### config.mk
export PLATFORM = sky130hd
export DESIGN_NAME = modulo_cursor_coluna
export DESIGN_NICKNAME = d
export VERILOG_FILES = /design/src/rtl/modulo_cursor_coluna.sv
export SDC_FILE = /design/constraint.sdc
export NUM_CORES = 1
export LEC_CHECK = 0
export ABC_CLOCK_PERIOD_IN_PS = 1800
export CORE_MARGIN = 10
export CORE_UTILIZATION = 53
export CTS_CLUSTER_DIAMETER = 60
export CTS_CLUSTER_SIZE = 10
export DETAILED_ROUTE_END_ITERATION = 8
export GPL_TIMING_DRIVEN = 0
export PLACE_DENSITY_LB_ADDON = 0.08
export REMOVE_ABC_BUFFERS = 1
export SYNTH_ARGS = -nofsm -noshare
export SYNTH_HDL_FRONTEND = slang
export SYNTH_SLANG_ARGS = --single-unit
export TNS_END_PERCENT = 100
### constraint.sdc
create_clock -name clk -period 1.8 [get_ports clk]
set_input_delay 0.36 -clock clk [delete_from_list [all_inputs] [get_ports clk]]
set_output_delay 0.36 -clock clk [all_outputs]
set_load 0.02 [all_outputs]
### src/rtl/modulo_cursor_coluna.sv
// ---------------------------------------------------------------------------
// modulo_cursor_coluna
//   Upstream stage of the column-coordinate encoder. Conditions the raw,
//   active-low board push-buttons (2-FF synchroniser + debouncer each),
//   detects press edges and moves a wrap-around cursor column index that
//   feeds the encoder directly. A confirm press emits a one-cycle strobe;
//   lock freezes the cursor while the game FSM is busy.
//
// Optional feature macro: AUTO_REPEAT_EN
//   defined   : a held left/right button steps again every REPEAT_CYCLES
//   undefined : exactly one step per press, no repeat logic
//
// Parameters
//   N_COLS           selectable columns (2..8), mdc in 0..N_COLS-1
//   DEBOUNCE_CYCLES  consecutive stable samples to accept a level (>=2)
//   REPEAT_CYCLES    auto-repeat period (AUTO_REPEAT_EN builds only)
//
// Ports
//   clk          system clock
//   rst_n        asynchronous reset, active-low (synchronous release)
//   btn_left_n   raw left button, active-low, asynchronous
//   btn_right_n  raw right button, active-low, asynchronous
//   btn_ok_n     raw confirm button, active-low, asynchronous
//   lock         1 = discard all button events
//   mdc          current cursor column (binary)
//   col_sel      one-hot of mdc
//   col_valid    one-cycle confirm strobe, mdc holds the chosen column
// ---------------------------------------------------------------------------
module modulo_cursor_coluna #(
   parameter int N_COLS          = 5,
   parameter int DEBOUNCE_CYCLES = 50000,
   parameter int REPEAT_CYCLES   = 12500000
) (
   input  logic       clk,
   input  logic       rst_n,
   input  logic       btn_left_n,
   input  logic       btn_right_n,
   input  logic       btn_ok_n,
   input  logic       lock,
   output logic [2:0] mdc,
   output logic [7:0] col_sel,
   output logic       col_valid
);

   localparam int          CW   = $clog2(DEBOUNCE_CYCLES);
   localparam logic [2:0]  LAST = 3'(N_COLS - 1);

   // Button lanes: 0 = left, 1 = right, 2 = ok
   localparam int BL = 0;
   localparam int BR = 1;
   localparam int BK = 2;

   logic [2:0] w_raw;
   logic [2:0] r_sync1;
   logic [2:0] r_sync2;
   logic [1:0] r_live;
   logic [2:0] r_arm;
   logic [2:0] w_deb;
   logic [2:0] r_deb_q;
   logic [2:0] w_press;
   logic [1:0] w_rep;

   logic [2:0] r_mdc;
   logic [7:0] r_col_sel;
   logic       r_valid;
   logic [2:0] w_mdc_nxt;
   logic       w_valid_nxt;
   logic       w_ok;
   logic       w_step_l;
   logic       w_step_r;

   assign w_raw = {btn_ok_n, btn_right_n, btn_left_n};

   // Synchroniser. r_live marks when r_sync2 carries a real sample rather
   // than its reset value. A lane is armed only after it has been seen
   // released, so a button held across reset release cannot produce a press.
   always_ff @(posedge clk or negedge rst_n) begin
      if (!rst_n) begin
         r_sync1 <= '1;
         r_sync2 <= '1;
         r_live  <= '0;
         r_arm   <= '0;
         r_deb_q <= '1;
      end else begin
         r_sync1 <= w_raw;
         r_sync2 <= r_sync1;
         r_live  <= {r_live[0], 1'b1};
         r_arm   <= r_arm | ({3{r_live[1]}} & r_sync2);
         r_deb_q <= w_deb;
      end
   end

   for (genvar g = 0; g < 3; g++) begin : g_deb
      logic [CW-1:0] r_cnt;
      logic          r_lvl;

      always_ff @(posedge clk or negedge rst_n) begin
         if (!rst_n) begin
            r_cnt <= '0;
            r_lvl <= 1'b1;
         end else if (r_sync2[g] == r_lvl) begin
            r_cnt <= '0;
         end else if (r_cnt == CW'(DEBOUNCE_CYCLES - 1)) begin
            r_lvl <= r_sync2[g];
            r_cnt <= '0;
         end else begin
            r_cnt <= r_cnt + 1'b1;
         end
      end

      assign w_deb[g] = r_lvl;
   end

   // Press edge: debounced level fell on the previous edge.
   assign w_press = r_deb_q & ~w_deb & r_arm;

`ifdef AUTO_REPEAT_EN
   localparam int RW = (REPEAT_CYCLES > 2) ? $clog2(REPEAT_CYCLES) : 1;

   logic [1:0] w_held;

   // A direction only repeats while it alone is held and the cursor is free.
   assign w_held[BL] = ~w_deb[BL] & w_deb[BR] & r_arm[BL] & ~lock;
   assign w_held[BR] = ~w_deb[BR] & w_deb[BL] & r_arm[BR] & ~lock;

   for (genvar d = 0; d < 2; d++) begin : g_rep
      logic [RW-1:0] r_tmr;

      always_ff @(posedge clk or negedge rst_n) begin
         if (!rst_n) begin
            r_tmr <= '0;
         end else if (w_press[d] || !w_held[d]) begin
            r_tmr <= '0;
         end else if (r_tmr == RW'(REPEAT_CYCLES - 1)) begin
            r_tmr <= '0;
         end else begin
            r_tmr <= r_tmr + 1'b1;
         end
      end

      assign w_rep[d] = w_held[d] & ~w_press[d] & (r_tmr == RW'(REPEAT_CYCLES - 1));
   end
`else
   // No repeat logic: the expression is constant 0 for every legal period.
   assign w_rep = {2{REPEAT_CYCLES < 0}};
`endif

   // Confirm has priority over any move in the same cycle; opposing moves cancel.
   always_comb begin
      w_ok        = w_press[BK] & ~lock;
      w_step_l    = (w_press[BL] | w_rep[BL]) & ~lock;
      w_step_r    = (w_press[BR] | w_rep[BR]) & ~lock;
      w_mdc_nxt   = r_mdc;
      w_valid_nxt = 1'b0;
      if (w_ok) begin
         w_valid_nxt = 1'b1;
      end else if (w_step_r && !w_step_l) begin
         w_mdc_nxt = (r_mdc == LAST) ? 3'd0 : r_mdc + 3'd1;
      end else if (w_step_l && !w_step_r) begin
         w_mdc_nxt = (r_mdc == 3'd0) ? LAST : r_mdc - 3'd1;
      end
   end

   always_ff @(posedge clk or negedge rst_n) begin
      if (!rst_n) begin
         r_mdc     <= '0;
         r_col_sel <= 8'd1;
         r_valid   <= 1'b0;
      end else begin
         r_mdc     <= w_mdc_nxt;
         r_col_sel <= 8'd1 << w_mdc_nxt;
         r_valid   <= w_valid_nxt;
      end
   end

   assign mdc       = r_mdc;
   assign col_sel   = r_col_sel;
   assign col_valid = r_valid;

endmodule
# Word-level counts from Yosys, hierarchy flattened
# Index checks and enable logic that the tools add are counted.
dict set report word_totals {
  reg_bits 77
  latchBits 0
  mem_bits_rw 0
  mem_bits_ro 0
  in_bits 6
  out_inout_bits 12
  mem_count 0
}
dict set report classes {
  add_sub_neg 5
  multipliers 0
  n_div 0
  order_cmp 0
  eq_ne 7
  n_shift 1
  mux 12
  bitwise_logic 12
  reduce_logical 8
}
# cell n
set op_table {}
lappend op_table {{$mux W16} 6}
lappend op_table {{$add A16 B1 Y16 const B} 3}
lappend op_table {{$eq A16 B16 Y1 const B} 3}
lappend op_table {{$mux W3} 5}
lappend op_table {{$and A3 B3 Y3} 3}
lappend op_table {{$shl A1 B3 Y8 const A} 1}
lappend op_table {{$reduce_and A2 Y1} 3}
lappend op_table {{$not A1 Y1} 4}
lappend op_table {{$add A3 B1 Y3 const B} 1}
lappend op_table {{$and A1 B1 Y1} 3}
lappend op_table {{$eq A1 B1 Y1} 3}
lappend op_table {{$eq A3 B3 Y1 const B} 1}
lappend op_table {{$logic_not A3 Y1} 1}
lappend op_table {{$not A3 Y3} 1}
lappend op_table {{$or A3 B3 Y3} 1}
lappend op_table {{$sub A3 B1 Y3 const B} 1}
lappend op_table {{$logic_and A1 B1 Y1} 2}
lappend op_table {{$logic_not A1 Y1} 2}
lappend op_table {{$mux W1} 1}

# Logic depth before layout (Yosys ltp)
dict set report logic_depth {
  depth_word 10
  ltp_mapped 8
}

# Worst setup path after synthesis
# Ideal clock, no wire load.
dict set report synth_timing {
  path_kind {reg-to-reg}
  start {register r_mdc[0] (netlist: mdc[0])}
  end {register r_col_sel[7] (netlist: col_sel[7])}
  arrival_time_ns 1.673
  required_ns 1.680
  slack_ns 0.007
  path_stages_with_launch 9
  n_path_buf 0
  cell_sequence {dfrtp_1 > inv_1 > ha_1 > nand2_1 > a211oi_1 > a41oi_1 > o22ai_2 > inv_2 > and3_1}
}
dict set report synth_via {
  elab_chain_len 6
  elab_cells_between_ends 10
}
# element line
set synth_rtl {}
lappend synth_rtl {{start: declaration} 63} ;# logic [2:0] r_mdc;
lappend synth_rtl {{start signal: assignment} 170} ;# r_mdc <= w_mdc_nxt;
lappend synth_rtl {{$sub A3 B1 Y3 / $logic_not A3 Y1 (equally long branches)} 160} ;# w_mdc_nxt = (r_mdc == 3'd0) ? LAST : r_mdc - 3'd1;
lappend synth_rtl {{$mux W3} 160}
lappend synth_rtl {{$mux W3} 159} ;# end else if (w_step_l && !w_step_r) begin
lappend synth_rtl {{$mux W3 (*)} 157} ;# end else if (w_step_r && !w_step_l) begin
lappend synth_rtl {{$mux W3 (*)} 155} ;# if (w_ok) begin
lappend synth_rtl {{named net w_mdc_nxt[1]} 66} ;# logic [2:0] w_mdc_nxt;
lappend synth_rtl {{$shl A1 B3 Y8 (*)} 171} ;# r_col_sel <= 8'd1 << w_mdc_nxt;
lappend synth_rtl {{end signal: assignment} 171}
lappend synth_rtl {{end: declaration} 64} ;# logic [7:0] r_col_sel;
# The timed path passes the listed nets; every way through them passes the cells marked *.
# A chain may end at the register's enable or synchronous reset.

# Worst setup path after layout
dict set report layout_timing {
  start {register r_deb_q[0]}
  end {register r_col_sel[7] (netlist: col_sel[7])}
}
dict set report layout_via {
  elab_chain_len 8
  elab_cells_between_ends 10
}
# element line
set layout_rtl {}
lappend layout_rtl {{start: declaration} 59} ;# logic [2:0] r_deb_q;
lappend layout_rtl {{start signal: assignment} 89} ;# r_deb_q <= w_deb;
lappend layout_rtl {{$and A3 B3 Y3 (*) (2 in a row)} 115} ;# assign w_press = r_deb_q & ~w_deb & r_arm;
lappend layout_rtl {{$and A1 B1 Y1 (*)} 151} ;# w_step_l = (w_press[BL] | w_rep[BL]) & ~lock;
lappend layout_rtl {{$logic_and A1 B1 Y1 / $logic_not A1 Y1 (equally long branches)} {159, 157}}
lappend layout_rtl {{$mux W3 / $logic_and A1 B1 Y1 (equally long branches)} {159, 157}}
lappend layout_rtl {{$mux W3 (*)} 157}
lappend layout_rtl {{$mux W3 (*)} 155}
lappend layout_rtl {{named net w_mdc_nxt[1]} 66}
lappend layout_rtl {{$shl A1 B3 Y8 (*)} 171}
# Marks and branches as above.

==> results.yml <==
outcome:
  status: "complete, no violations"
finish:
  finalNetCount: 354
  final_common_cell: "dfrtp_1"
  fin_cells: 424
  layout-drive-gt1-share: 0.193
  final_cell_mix: "dfrtp_1, nor2_1, xnor2_1"
  utilization: 0.645
  final_area_mm2: 0.00407
  synthToLayoutAreaGrowth_pct: 18.4
  n_antenna_cell: 0
cts:
  cts_tree: "yes"
  clock_path_buffers: 2
  cts_inserted_buffers: 9
  insertion_delay_ns: 0.34
  root_buffer: "clkbuf_8"
  htreeDepth: 3
  clkTransAtPathRegs_ns: 0.08
  clkSinkCount: 77
floorplan:
  start_util: 0.545
  ioPinCount: 18
  die_w_um: 101
  die_h_um: 101
  fp.dieArea_mm2: 0.0101
  core_mm2: 0.00631
  rows: 29
timing:
  hold_viol: 0
  timing.fmax_mhz: 565
  fin_crit_sh: 0.984
  finClkSkew_ns: 0.0130
  rsz0062_at_grt: "true"
  whs_ns: 0.346
  setup_tns_ns: 0
  final.setup.worst_slack_ns: 0.0294
  period_minus_slack_ns: 1.77
  slew_viol_final: 0
  setup-violations-final: 0
power_and_ir_drop:
  p_leak_nw: 1.76
  power.density_mw_per_mm2: 806
  p_total_mw: 3.28
  irDropWorstVdd_v: 0.000497
drt:
  wl_per_cell_um: 13.8
  post_drt_via_cell_ratio: 5.37
  drt_iter0_drc: 71
  vias: 2278
  drt_first_pass_iters: 4
  wl_um: 5830
  drcViolationCount: 0
  ant_nets: 0
critical_path:
  crit_arrival_ns: 2.00
  reg2reg_slack_ns: 0.03
  worstReg2RegStart: "r_deb_q[0]"
  critPathBufInv: 1
  slowest_delay_ns: 0.52
  regToRegEndpoint: "col_sel[7]"
  path_class: "flop to flop"
  crit_family: "simple AND/OR/NAND/NOR gates"
  worst_ep_required_time_ns: 2.03
  critPathMaxFanout: 6
  ff2ff_path_depth: 6
  cp-end-kind: "flop"
  path_cells: "and4bb_4, xor2_4, nor2_2, o22ai_2, inv_2, and3_1"
  slowest_stage: "dfstp_2"
  startpoint_type: "flop"
grt:
  grtUsageTotal: 0.122
  grt_pass1_wl_um: 10200
  antenna_found_initial: 0
  grt_max_degree: 54
  grt_pass1_vias: 2235
  grt-ovfl-total: 0
synth:
  ys_types: 39
  syn_inst: 312
  ys_ff_latch: 77
  ys_top_cells_by_area: "dfrtp_1, dfstp_2, xnor2_1"
  synth_top_area_share: 0.465
  synth_area_mm2: 0.00344
  ys_warn_count: 0
  synth.yosys.seq_area_share: 0.565
  synth_top_cell_by_area: "dfrtp_1"
  syn_area_per_cell_um2: 11.0
min_path:
  min_to: "r_sync2[1]"
  hp-start: "r_sync1[1]"
  min_path_type: "flop to flop"
  holdPathStages: 0
placement:
  place_hpwl_um: 3810
  place_ws_ns: -0.803
  dpl-instance-area_mm2: 0.00369
  gp_congestion: 0.791
  portBuffers: 17
  dpl.cell_count: 400
flow_run:
  maxCapViolations: 0
## registers in the layout (all words and copies together), names as in the netlist
signal	cells
r_deb_q	3
col_valid	1
col_sel	8
r_arm	3
mdc	3
r_live	2
g_deb.r_lvl	3
g_deb.r_cnt	48
r_sync2	3
r_sync1	3
## synth_stat cells
master / n
xor2_1: 18
xnor2_1: 27
xor2_2: 2
nand4bb_1: 1
a41o_1: 1
nor4_2: 1
nand4_1: 8
or4_4: 1
nor2b_2: 1
nand3_1: 18
inv_1: 7
a21o_1: 4
and4bb_1: 1
a211oi_1: 1
buf_6: 2
nand2b_1: 2
a41oi_1: 1
o211ai_4: 1
nor4b_1: 4
ha_1: 6
buf_2: 1
and4_1: 1
dfstp_2: 13
nand2_1: 18
mux2_2: 3
nor3_2: 3
nor2_1: 59
o21a_1: 1
clkbuf_1: 4
a2111oi_4: 1
nor4_1: 2
inv_2: 2
and3_1: 15
o22ai_2: 1
dfrtp_1: 64
nor3_1: 13
o21ai_0: 2
conb_1: 1
o21ai_1: 1
## how the worst max path moves through the flow
stage / slack (ns) / cells past startpoint / from / to
finish: 0.03 / 6 / r_deb_q[0] / col_sel[7]
detailed placement: -0.80 / 7 / lock / col_sel[7]
global route: -0.04 / 6 / r_deb_q[0] / col_sel[6]
floorplan: -0.08 / 5 / r_deb_q[1] / col_sel[4]
global placement: -2.27 / 1 / rst_n / g_deb[2].r_cnt[11]
CTS: -0.002 / 6 / r_deb_q[1] / col_sel[7]
## logic make-up after synthesis
family	Yosys count	synth area share
AOI/OAI and AO/OA	14	0.0407
xor gates and xnor gates	47	0.124
adders and majority gates	6	0.0218
buffers and inverters	16	0.0222
DFF	77	0.565
muxes	3	0.00981
other	1	0.00109
and+or+nand+nor	148	0.216
## where the power goes
group | switching [mW] | leakage (nW) | internal, mW
combinational | 0.0648 | 0.645 | 0.0361
sequential | 0.0208 | 1.00 | 1.76
clock | 0.589 | 0.113 | 0.812
total | 0.675 | 1.76 | 2.61
## metal layers
layer / vias up / GRT usage / share of wire
met1: 1126 / 0.167 / 0.49
met4: 0 / 0.0630 / 0.015
met2: 26 / 0.177 / 0.46
met5: - / 0 / 0
li1: 1116 / - / -
met3: 10 / 0.0267 / 0.032
## what timing repair did
action / 4_1_cts / 5_1_grt
hold buffers: 1 / 0
pin swaps: 4 / 4
endpoints found under the setup margin: 14 / 34
buffers inserted: 2 / 3
gates cloned: 2 / 0
hold endpoints to repair: 21 / 0
resized for setup: 13 / 14
## final cells by class
| type | count | area, um2 |
|---|---|---|
| clock buffers | 11 | 141 |
| clock inverters | 5 | 75.1 |
| fillers | 508 | 2240 |
| inverters | 9 | 33.8 |
| multi-input cells | 221 | 1540 |
| flip-flops and latches | 77 | 1940 |
| well taps | 77 | 96.3 |
| repair buffers | 24 | 245 |
No activity file was read; power rests on OpenSTA's default activity.
